**src/rtl/stream_mux_rr.sv**
```systemverilog
// Registered N-to-1 stream multiplexer with round-robin or software-selected
// arbitration; a multi-beat packet keeps the grant until its last beat.
//
// state     | meaning
// ST_IDLE   | no packet in progress, arbitrate every cycle
// ST_LOCKED | packet in progress, grant held on lock_ch_q until last beat
module stream_mux_rr #(
   parameter int  NUM_CH = 4,
   parameter int  DATA_W = 8,
   parameter int  MODE   = 0,
   localparam int SEL_W  = $clog2(NUM_CH)
) (
   input  logic                     clk,
   input  logic                     rst,
   input  logic [NUM_CH*DATA_W-1:0] in_data,
   input  logic [NUM_CH-1:0]        in_valid,
   input  logic [NUM_CH-1:0]        in_last,
   output logic [NUM_CH-1:0]        in_ready,
   input  logic [SEL_W-1:0]         sel,
   output logic [DATA_W-1:0]        out_data,
   output logic                     out_valid,
   output logic                     out_last,
   output logic [SEL_W-1:0]         out_ch,
   input  logic                     out_ready,
   output logic                     locked
);

   typedef enum logic {ST_IDLE = 1'b0, ST_LOCKED = 1'b1} state_t;

   state_t              state_q, state_d;
   logic [SEL_W-1:0]    lock_ch_q, lock_ch_d;
   logic [SEL_W-1:0]    ptr_q, ptr_d;
   logic [DATA_W-1:0]   out_data_q, out_data_d;
   logic                out_valid_q, out_valid_d;
   logic                out_last_q, out_last_d;
   logic [SEL_W-1:0]    out_ch_q, out_ch_d;

   logic                can_load;
   logic [SEL_W-1:0]    grant;
   logic                grant_valid;
   logic                xfer;
   logic                xfer_last;
   logic [DATA_W-1:0]   xfer_data;
   logic [SEL_W-1:0]    rr_idx;

   always_ff @(posedge clk) begin
      if (rst) begin
         state_q     <= ST_IDLE;
         lock_ch_q   <= '0;
         ptr_q       <= SEL_W'(NUM_CH - 1);
         out_data_q  <= '0;
         out_valid_q <= 1'b0;
         out_last_q  <= 1'b0;
         out_ch_q    <= '0;
      end else begin
         state_q     <= state_d;
         lock_ch_q   <= lock_ch_d;
         ptr_q       <= ptr_d;
         out_data_q  <= out_data_d;
         out_valid_q <= out_valid_d;
         out_last_q  <= out_last_d;
         out_ch_q    <= out_ch_d;
      end
   end

   always_comb begin
      state_d   = state_q;
      lock_ch_d = lock_ch_q;
      ptr_d     = ptr_q;
      if (xfer) begin
         if (xfer_last) begin
            state_d = ST_IDLE;
            ptr_d   = grant;
         end else if (state_q == ST_IDLE) begin
            state_d   = ST_LOCKED;
            lock_ch_d = grant;
         end
      end
   end

   // Arbitration and handshake; the only combinational outputs are in_ready.
   always_comb begin
      grant       = '0;
      grant_valid = 1'b0;
      rr_idx      = '0;
      can_load    = !out_valid_q || out_ready;
      if (state_q == ST_LOCKED) begin
         grant       = lock_ch_q;
         grant_valid = in_valid[lock_ch_q];
      end else if (MODE == 0) begin
         for (int k = 1; k <= NUM_CH; k++) begin
            rr_idx = SEL_W'((int'(ptr_q) + k) % NUM_CH);
            if (!grant_valid && in_valid[rr_idx]) begin
               grant_valid = 1'b1;
               grant       = rr_idx;
            end
         end
      end else if (int'(sel) < NUM_CH) begin
         grant       = sel;
         grant_valid = in_valid[sel];
      end
      xfer      = grant_valid && can_load && !rst;
      xfer_last = in_last[grant];
      xfer_data = DATA_W'(in_data >> (int'(grant) * DATA_W));
      in_ready  = xfer ? (NUM_CH'(1) << grant) : '0;
   end

   always_comb begin
      out_data_d  = out_data_q;
      out_valid_d = out_valid_q;
      out_last_d  = out_last_q;
      out_ch_d    = out_ch_q;
      if (xfer) begin
         out_data_d  = xfer_data;
         out_valid_d = 1'b1;
         out_last_d  = xfer_last;
         out_ch_d    = grant;
      end else if (out_ready) begin
         out_valid_d = 1'b0;
      end
   end

   assign out_data  = out_data_q;
   assign out_valid = out_valid_q;
   assign out_last  = out_last_q;
   assign out_ch    = out_ch_q;
   assign locked    = (state_q == ST_LOCKED);

endmodule
```
**config.mk**
```make
export PLATFORM = sky130hd
export DESIGN_NAME = stream_mux_rr
export DESIGN_NICKNAME = d
export VERILOG_FILES = /design/src/rtl/stream_mux_rr.sv
export SDC_FILE = /design/constraint.sdc
export NUM_CORES = 1
export LEC_CHECK = 0
export ABC_CLOCK_PERIOD_IN_PS = 2400
export BUFFER_PORTS_ARGS = -buffer_cell sky130_fd_sc_hd__clkbuf_2
export CORE_ASPECT_RATIO = 0.7
export CORE_MARGIN = 3
export CORE_UTILIZATION = 45
export CTS_CLUSTER_DIAMETER = 150
export DETAILED_ROUTE_END_ITERATION = 8
export GPL_TIMING_DRIVEN = 0
export PLACE_DENSITY = 0.87
export SLEW_MARGIN = 30
export SYNTH_ARGS = -nofsm -noshare
export SYNTH_HDL_FRONTEND = slang
export SYNTH_SLANG_ARGS = --single-unit
```
**constraint.sdc**
```tcl
create_clock -name clk -period 2.4 [get_ports clk]
set_input_delay 0.12 -clock clk [delete_from_list [all_inputs] [get_ports clk]]
set_output_delay 0.12 -clock clk [all_outputs]
set_load 0.01 [all_outputs]
```
==> impl_metrics.toml, run 1 <==
[status]
status = "finished, final reports clean"

[cells_and_area]
design_area_sq_um = 1610
antennaDiodeCount = 0
seq_area_sq_um = 340
final_nets = 249
final_layout_size_suffix_gt1_share_pct = 38.4
multi_input_area_sq_um = 850
syn_to_final_growth_pct = 31.7
num-fill-cells = 229

[power]
seqPwrFrac_pct = 28.6
swShare_pct = 43.5
internal_power_uw = 930
p_per_area_nw_per_um2 = 1020
clkPwrFrac_pct = 12.8
combinationalPowerShare_pct = 58.6
p_leak_uw = 0.000777
p_switching_uw = 715
vdd_drop_max_uv = 508

[critical_path]
worstSetupPathType = "reg2out"
critPathMaxStageDelay_ns = 0.54
cpMaxStageDelayCell = "mux4_2"
crit_buf_inv = 2
crit_required_ns = 2.28
path_cells = "mux4_2 -> and2_1 -> o21ai_2 -> buf_2 -> nor3_1 -> clkbuf_2"
start_kind = "register"
crit_family = "multiplexers"
endpoint_kind = "output pin"
cp_max_fo = 10
critical_path_arrival_ns = 2.16

[clock_network]
cts.path.max_buffers = 2
clk_latency_ns = 0.25
clock_sinks = 17
clockRootBuffer = "clkbuf_8"
cts_tree = "done"
clk_pin_slew_ns = 0.06
cts_buffers = 3
cts_setup_buffers = 0
cts_htree_levels = 1

[route]
drt_wl_total_mm = 3.36
routedWlPerCell_microns = 14.2
firstDrtPassIters = 5
route.detailed.drc = 0
drt-initial-drc-count = 61
vias = 1320
vias_per_cell = 5.57
drtAntennaViolNets = 0

[floorplanning]
io_pins = 62
fp.coreArea_sq_um = 2510
dieArea_sq_um = 3390
die_w_microns = 68.3
die_h_microns = 49.6
initial_core_util_pct = 48.6
rows = 15

[synth]
yosysTopAreaCellShare_pct = 27.8
synthCells = 140
synthTopCellsByArea = "dfxtp_1 28%, mux2i_1 14%, a21oi_1 6.6%"
yosys_register_bits = 17
netlist_area_sq_um = 1220
yosys-top-cells-count = "17 x dfxtp_1, 17 x mux2i_1, 16 x a21oi_1, 16 x nand2_1"
ys.warnings.count = 0
async_flop_share_pct = 0
synth_area_leader_cell = "dfxtp_1"
ys_seq_area_share_pct = 27.8
synth_edf_count = 0
synth_flop_cell = "dfxtp_1"
ys_types = 45
syn_area_per_cell_sq_um = 8.73
syn-num-nets = 185

[sta]
period_minus_slack_ns = 2.28
clock.fmax_ghz = 0.439
fin_crit_sh_pct = 95.0
worst_slew_pin_slew_ns = 0.579
max_slew_margin_pct = 61.2
finalHoldViolations = 0
finalSetupViolCount = 0
rsz0062_at_grt = "false"
slew_violations = 0
fin_skew_ns = 0.000730
tns_ns = 0

[placed_design]
hpwl_mm = 2.70
portBuffers = 59
placed_area_sq_um = 1560
gp_congestion = 0.848

[global_route]
grt_max_degree = 11
antenna_found_initial = 0
gr-total-overflow = 0
grt_pass1_wl_mm = 5.35
grt_usage_pct = 20.3
first_global_vias = 1161

[run]
timing.max_cap.violations = 0

[hold_path]
hold_class = "in2reg"
==> path summary, 6_finish.rpt <==
kind	from	end	slack [ns]	cells past startpoint
setup / recovery	lock_ch_q[1]	in_ready[2]	0.12	6
hold / removal	out_ready	out_valid	0.29	3
setup reg to reg	lock_ch_q[1]	out_data[0]	0.24	6
hold reg to reg	out_data[1]	out_data[1]	0.46	2
==> layer usage <==
layer	vias to the layer above	global-route usage (%)	share of wire [%]
li1	662	-	-
met3	2	3.19	7.1
met1	602	28.8	45
met2	54	31.5	47
met5	-	0	0
met4	0	5.28	0.57
==> power groups by stage <==
stage	Clock (uW)	Combinational [uW]	Sequential, uW
6_report	210	963	471
5_1_grt	230	1060	484
4_1_cts	215	953	468
3_5_place_dp	0	948	475
3_3_place_gp	0	930	470
2_1_floorplan	0	670	490
==> metrics by stage <==
stage          instances  total power (uW)  hold slack, ns  utilization (%)  setup WS (ns)
6_report             237              1640           0.287             64.0          0.120
5_1_grt              237              1770           0.307             64.0       0.000328
4_1_cts              237              1640           0.276             63.8         0.0445
3_5_place_dp         233              1420           0.447             62.0          0.294
3_3_place_gp         233              1400           0.441             62.0          0.302
2_1_floorplan        140              1160           0.386                -          0.516
==> sequential cells by signal (all words and copies together), names as in the netlist <==
name / cells
out_data: 8
lock_ch_q: 2
out_ch: 2
ptr_q: 2
locked: 1
out_last: 1
out_valid: 1
==> worst reg2reg max path, stage by stage (launching register included) <==
cell	delay, ns
dfxtp_1	0.42
mux4_2	0.54
and2_1	0.20
o21a_1	0.25
o21ai_1	0.35
o22a_1	0.22
a21oi_1	0.06
==> layout by cell type, fill, tap and decap left out, types with 2 or more instances in the layout <==
cell type / instances
clkbuf_2: 60
mux2i_1: 17
dfxtp_1: 17
a21oi_1: 16
nand2_1: 16
nor2_1: 8
o22a_1: 8
nand2b_1: 4
nor2b_1: 4
clkbuf_1: 3
clkbuf_8: 3
o21bai_1: 2
o211ai_2: 2
inv_1: 2
and2_1: 2
o21a_1: 2
buf_2: 2
nor3_1: 2
o21ai_1: 2
nor4b_1: 2
o21ai_0: 2
==> timing repair <==
| item | 4_1_cts | 5_1_grt |
|---|---|---|
| gates resized for setup | 0 | 3 |
| hold buffers | 0 | 0 |
| setup endpoints to repair | 0 | 3 |
| endpoints found under the hold margin | 0 | 0 |
==> kinds of logic after synthesis <==
logic type | Yosys count | share of synthesized area (%)
compound gates | 48 | 31.3
buf+inv | 8 | 2.97
flops | 17 | 27.8
mux | 19 | 16.7
simple gates | 48 | 21.2
==> cell type report <==
cell class	count	share of cell area (%)
timing repair buffer	59	18.3
buffer	6	1.86
sequential	17	21.1
inverter	2	0.466
multi-input combinational	115	52.8
tap	34	2.64
clock buffer	4	2.80
(Power assumes the default switching activity.)
==> inputs of run 2 (changes only) <==
--- a/config.mk
+++ b/config.mk
@@ -13,7 +13,7 @@
 export CTS_CLUSTER_DIAMETER = 150
 export DETAILED_ROUTE_END_ITERATION = 8
 export GPL_TIMING_DRIVEN = 0
-export PLACE_DENSITY = 0.87
+export PLACE_DENSITY = 0.77
 export SLEW_MARGIN = 30
 export SYNTH_ARGS = -nofsm -noshare
 export SYNTH_HDL_FRONTEND = slang
==> impl_metrics.toml, run 2 (synthesis results as in run 1) <==
[status]
status = "finished, final reports clean"

[clock_network]
cts_htree_levels = 1
clock_sinks = 17
clk_pin_slew_ns = 0.06
cts.path.max_buffers = 2
cts_buffers = 3
cts_setup_buffers = 0
cts_tree = "done"
clk_latency_ns = 0.25
clockRootBuffer = "clkbuf_8"
cts_resized = 0
hold_buffers = 0

[critical_path]
rr_endpoint = "out_data[0]"
crit_family = "multiplexers"
crit_cells = 6
crit_path_end = "in_ready[2]"
worstSetupPathType = "reg2out"
r2r-start = "lock_ch_q[1]"
critPathMaxStageDelay_ns = 0.55
crit_required_ns = 2.28
cpMaxStageDelayCell = "mux4_2"
reg2reg_depth = 6
cp-startpoint = "lock_ch_q[1]"
start_kind = "register"
cp_max_fo = 10
endpoint_kind = "output pin"
rrSetupSlack_ns = 0.22
critical_path_arrival_ns = 2.16
crit_buf_inv = 2
path_cells = "mux4_2 -> and2_1 -> o21ai_2 -> clkbuf_4 -> nor3_1 -> clkbuf_2"

[route]
wl_met3_microns = 314
routedWlPerCell_microns = 15.0
vias = 1329
wl_met1_mm = 1.52
vias_per_cell = 5.61
drt_wl_total_mm = 3.55
met2_wirelength_mm = 1.70
drtAntennaViolNets = 0
firstDrtPassIters = 4
top_layer = "met4"
drt-initial-drc-count = 48
route.detailed.drc = 0

[global_route]
first_global_vias = 1300
grt_max_degree = 11
grt_usage_pct = 22.3
antenna_found_initial = 0
gr-total-overflow = 0
grt_pass1_wl_mm = 5.78

[sta]
setup_slack_ns = 0.119
fin_skew_ns = 0.00191
tns_ns = 0
max_slew_margin_pct = 63.2
period_minus_slack_ns = 2.28
clock.fmax_ghz = 0.438
finalSetupViolCount = 0
finalHoldViolations = 0
rsz0062_at_grt = "false"
fin_crit_sh_pct = 95.1
worst_slew_pin_slew_ns = 0.549
slew_violations = 0

[floorplanning]
initial_core_util_pct = 48.6
die_w_microns = 68.3
fp.coreArea_sq_um = 2510
rows = 15
io_pins = 62
die_h_microns = 49.6
dieArea_sq_um = 3390

[cells_and_area]
syn_to_final_growth_pct = 31.9
antennaDiodeCount = 0
layout_common_cells = "60 x clkbuf_2, 17 x mux2i_1, 17 x dfxtp_1, 16 x a21oi_1, 16 x nand2_1"
final_cells = 237
final_nets = 249
final_common_cell = "clkbuf_2"
largest_register_ffs = 8
final_layout_size_suffix_gt1_share_pct = 38.4

[power]
p_per_area_nw_per_um2 = 1030
total_power_uw = 1660
vdd_drop_max_uv = 613
p_leak_uw = 0.000778

[placed_design]
gp_congestion = 0.853
pre_cts_slack_ns = 0.256
hpwl_mm = 2.81
dpl.cell_count = 233
portBuffers = 59

[hold_path]
hold_class = "in2reg"
min_from = "out_ready"

[run]
timing.max_cap.violations = 0
run 2: worst min path at each step:
stage                     depth (start not counted)     endpoint  slack (ns)
after floorplan                                   2    out_valid        0.39
after global placement                            2  out_data[2]        0.44
after detailed placement                          2  out_data[2]        0.45
after CTS                                         3    out_valid        0.25
after global routing                              3    out_valid        0.27
final                                             3    out_valid        0.26
run 2: worst register-to-register path: stages (launching register included):
cell	delay (ns)
dfxtp_1	0.44
mux4_2	0.55
and2_1	0.20
o21a_1	0.25
o21ai_1	0.33
o22a_1	0.22
a21oi_1	0.06
run 2: per-stage QoR:
step                hold WS [ns]  cell area [sq um]  util, %
floorplan                  0.386               1220        -
global placement           0.443               1560     62.0
detailed placement         0.453               1560     62.0
CTS                        0.254               1610     63.8
global route               0.270               1610     64.1
finish                     0.260               1610     64.1
run 2: metal layers:
layer / vias to the layer above / track usage (%)
met2: 62 / 36.5
met1: 603 / 28.4
met4: 0 / 5.28
li1: 660 / -
met3: 4 / 6.61
met5: - / 0
run 2: area by class of cell:
type | instances | area (sq um)
flip-flops and latches | 17 | 340
plain buffers | 6 | 32.5
well taps | 34 | 42.5
fillers | 240 | 902
inverters | 2 | 7.51
clock buffers | 4 | 45.0
repair buffers | 59 | 295
multi-input cells | 115 | 850
run 2: where the power goes:
part,switching [uW],internal (uW),total (uW)
sequential,101,376,476
clock,94.3,118,212
combinational,537,438,975
total,732,932,1660
==> inputs of run 3 (changes only) <==
--- a/config.mk
+++ b/config.mk
@@ -8,12 +8,13 @@
 export ABC_CLOCK_PERIOD_IN_PS = 2400
 export BUFFER_PORTS_ARGS = -buffer_cell sky130_fd_sc_hd__clkbuf_2
 export CORE_ASPECT_RATIO = 0.7
-export CORE_MARGIN = 3
+export CORE_MARGIN = 2
 export CORE_UTILIZATION = 45
 export CTS_CLUSTER_DIAMETER = 150
 export DETAILED_ROUTE_END_ITERATION = 8
 export GPL_TIMING_DRIVEN = 0
 export PLACE_DENSITY = 0.77
+export REMOVE_ABC_BUFFERS = 1
 export SLEW_MARGIN = 30
 export SYNTH_ARGS = -nofsm -noshare
 export SYNTH_HDL_FRONTEND = slang
==> impl_metrics.toml, run 3 (synthesis results as in run 1) <==
[clock_network]
clock_sinks = 17
clockRootBuffer = "clkbuf_8"
clk_latency_ns = 0.26
hold_buffers = 0
cts_tree = "done"
clk_pin_slew_ns = 0.06
cts.path.max_buffers = 2
cts_htree_levels = 1
cts_buffers = 3

[placed_design]
portBuffers = 59
hpwl_mm = 2.64
pre_cts_slack_ns = -0.0733
gp_congestion = 0.865

[floorplanning]
die_h_microns = 47.6
fp.coreArea_sq_um = 2510
die_w_microns = 66.3
io_pins = 62
initial_core_util_pct = 48.6
rows = 15
dieArea_sq_um = 3160

[sta]
max_slew_margin_pct = 54.5
worst_slew_pin_slew_ns = 0.681
whs_ns = 0.242
fin_crit_sh_pct = 94.1
finalSetupViolCount = 0
rsz0062_at_grt = "false"
fin_skew_ns = 0.00521
setup_slack_ns = 0.141
tns_ns = 0
period_minus_slack_ns = 2.26
finalHoldViolations = 0
clock.fmax_ghz = 0.443
slew_violations = 0

[route]
routedWlPerCell_microns = 14.7
drtAntennaViolNets = 0
met2_wirelength_mm = 1.68
vias_per_cell = 5.65
route.detailed.drc = 0
vias = 1306
wl_met1_mm = 1.55
wl_met3_microns = 141
drt-initial-drc-count = 50
drt_wl_total_mm = 3.41
top_layer = "met4"
firstDrtPassIters = 4

[power]
internal_power_uw = 919
p_switching_uw = 727
p_leak_uw = 0.000763
clkPwrFrac_pct = 13.2
combinationalPowerShare_pct = 56.8
swShare_pct = 44.2
total_power_uw = 1650
vdd_drop_max_uv = 612
seqPwrFrac_pct = 30.0
p_per_area_nw_per_um2 = 1030

[critical_path]
crit_required_ns = 2.53
endpoint_kind = "register"
worstSetupPathType = "reg2reg"
critical_path_arrival_ns = 2.39
cp_max_fo = 8
start_kind = "register"

[run]
timing.max_cap.violations = 0

[cells_and_area]
layout_common_cells = "59 x clkbuf_2, 17 x mux2i_1, 17 x dfxtp_1, 16 x a21oi_1, 16 x nand2_1"
fin_util_pct = 63.4
antennaDiodeCount = 0
final_layout_size_suffix_gt1_share_pct = 38.1
final_common_cell = "clkbuf_2"
num-fill-cells = 242
largest_register_ffs = 8
final_nets = 243
syn_to_final_growth_pct = 30.5

[global_route]
antenna_found_initial = 0
grt_usage_pct = 21.6
grt_max_degree = 21
first_global_vias = 1149
grt_pass1_wl_mm = 5.07
gr-total-overflow = 0

[status]
status = "finished, final reports clean"

[hold_path]
hold_class = "in2reg"
[run 3: cell count changes in the layout (fill, tap and decap cells not counted)]
cell,delta
clkbuf_2,-1
clkbuf_1,-2
o21a_1,-1
buf_2,-1
clkbuf_4,-1
o21ai_4,+1
o21a_4,+1
buf_4,-1
o21ai_2,-1
[run 3: what timing repair did]
action / CTS / global route
pin swaps: 0 / 0
setup endpoints to repair: 12 / 2
resized for setup: 3 / 1
setup buffers: 0 / 0
[run 3: worst paths after layout]
| path | slack, ns | cells after the start | to | start |
|---|---|---|---|---|
| worst max-delay path | 0.14 | 6 | out_data[3] | lock_ch_q[1] |
| worst min-delay path | 0.24 | 3 | out_valid | out_ready |
| worst max register to register | 0.14 | 6 | out_data[3] | lock_ch_q[1] |
| worst min register to register | 0.45 | 2 | out_data[2] | out_data[2] |
[run 3: per-stage QoR]
stage,instance area [sq um],instances
after floorplan,1190,134
after global placement,1530,227
after detailed placement,1530,227
after CTS,1590,231
after global routing,1600,231
final,1600,231
[run 3: per-layer routing]
layer / vias to the layer above / GRT usage [%]
met2: 25 / 36.0
met1: 633 / 27.4
li1: 644 / -
met4: 0 / 8.16
met3: 4 / 6.12
met5: - / 0
[run 3: final cells by class]
| class | instances | area, sq um | share of cell area, % |
|---|---|---|---|
| well taps | 34 | 42.5 | 2.67 |
| clock buffers | 4 | 45.0 | 2.82 |
| repair buffers | 59 | 295 | 18.5 |
| flip-flops and latches | 17 | 340 | 21.3 |
| multi-input cells | 115 | 865 | 54.2 |
| inverters | 2 | 7.51 | 0.471 |
[run 3: critical path: stages, from the launching register on]
cell and delay, ns:
dfxtp_1 0.42, mux4_2 0.53, and2_1 0.22, o21a_1 0.28, o21ai_1 0.39, o22a_1 0.23
a21oi_1 0.06
[run 3: power by group through the flow]
stage          clock [uW]  sequential (uW)  combinational [uW]
2_1_floorplan           0              507                 629
3_3_place_gp            0              487                 875
3_5_place_dp            0              495                 909
4_1_cts               222              491                 921
5_1_grt               242              507                1010
6_report              217              494                 934
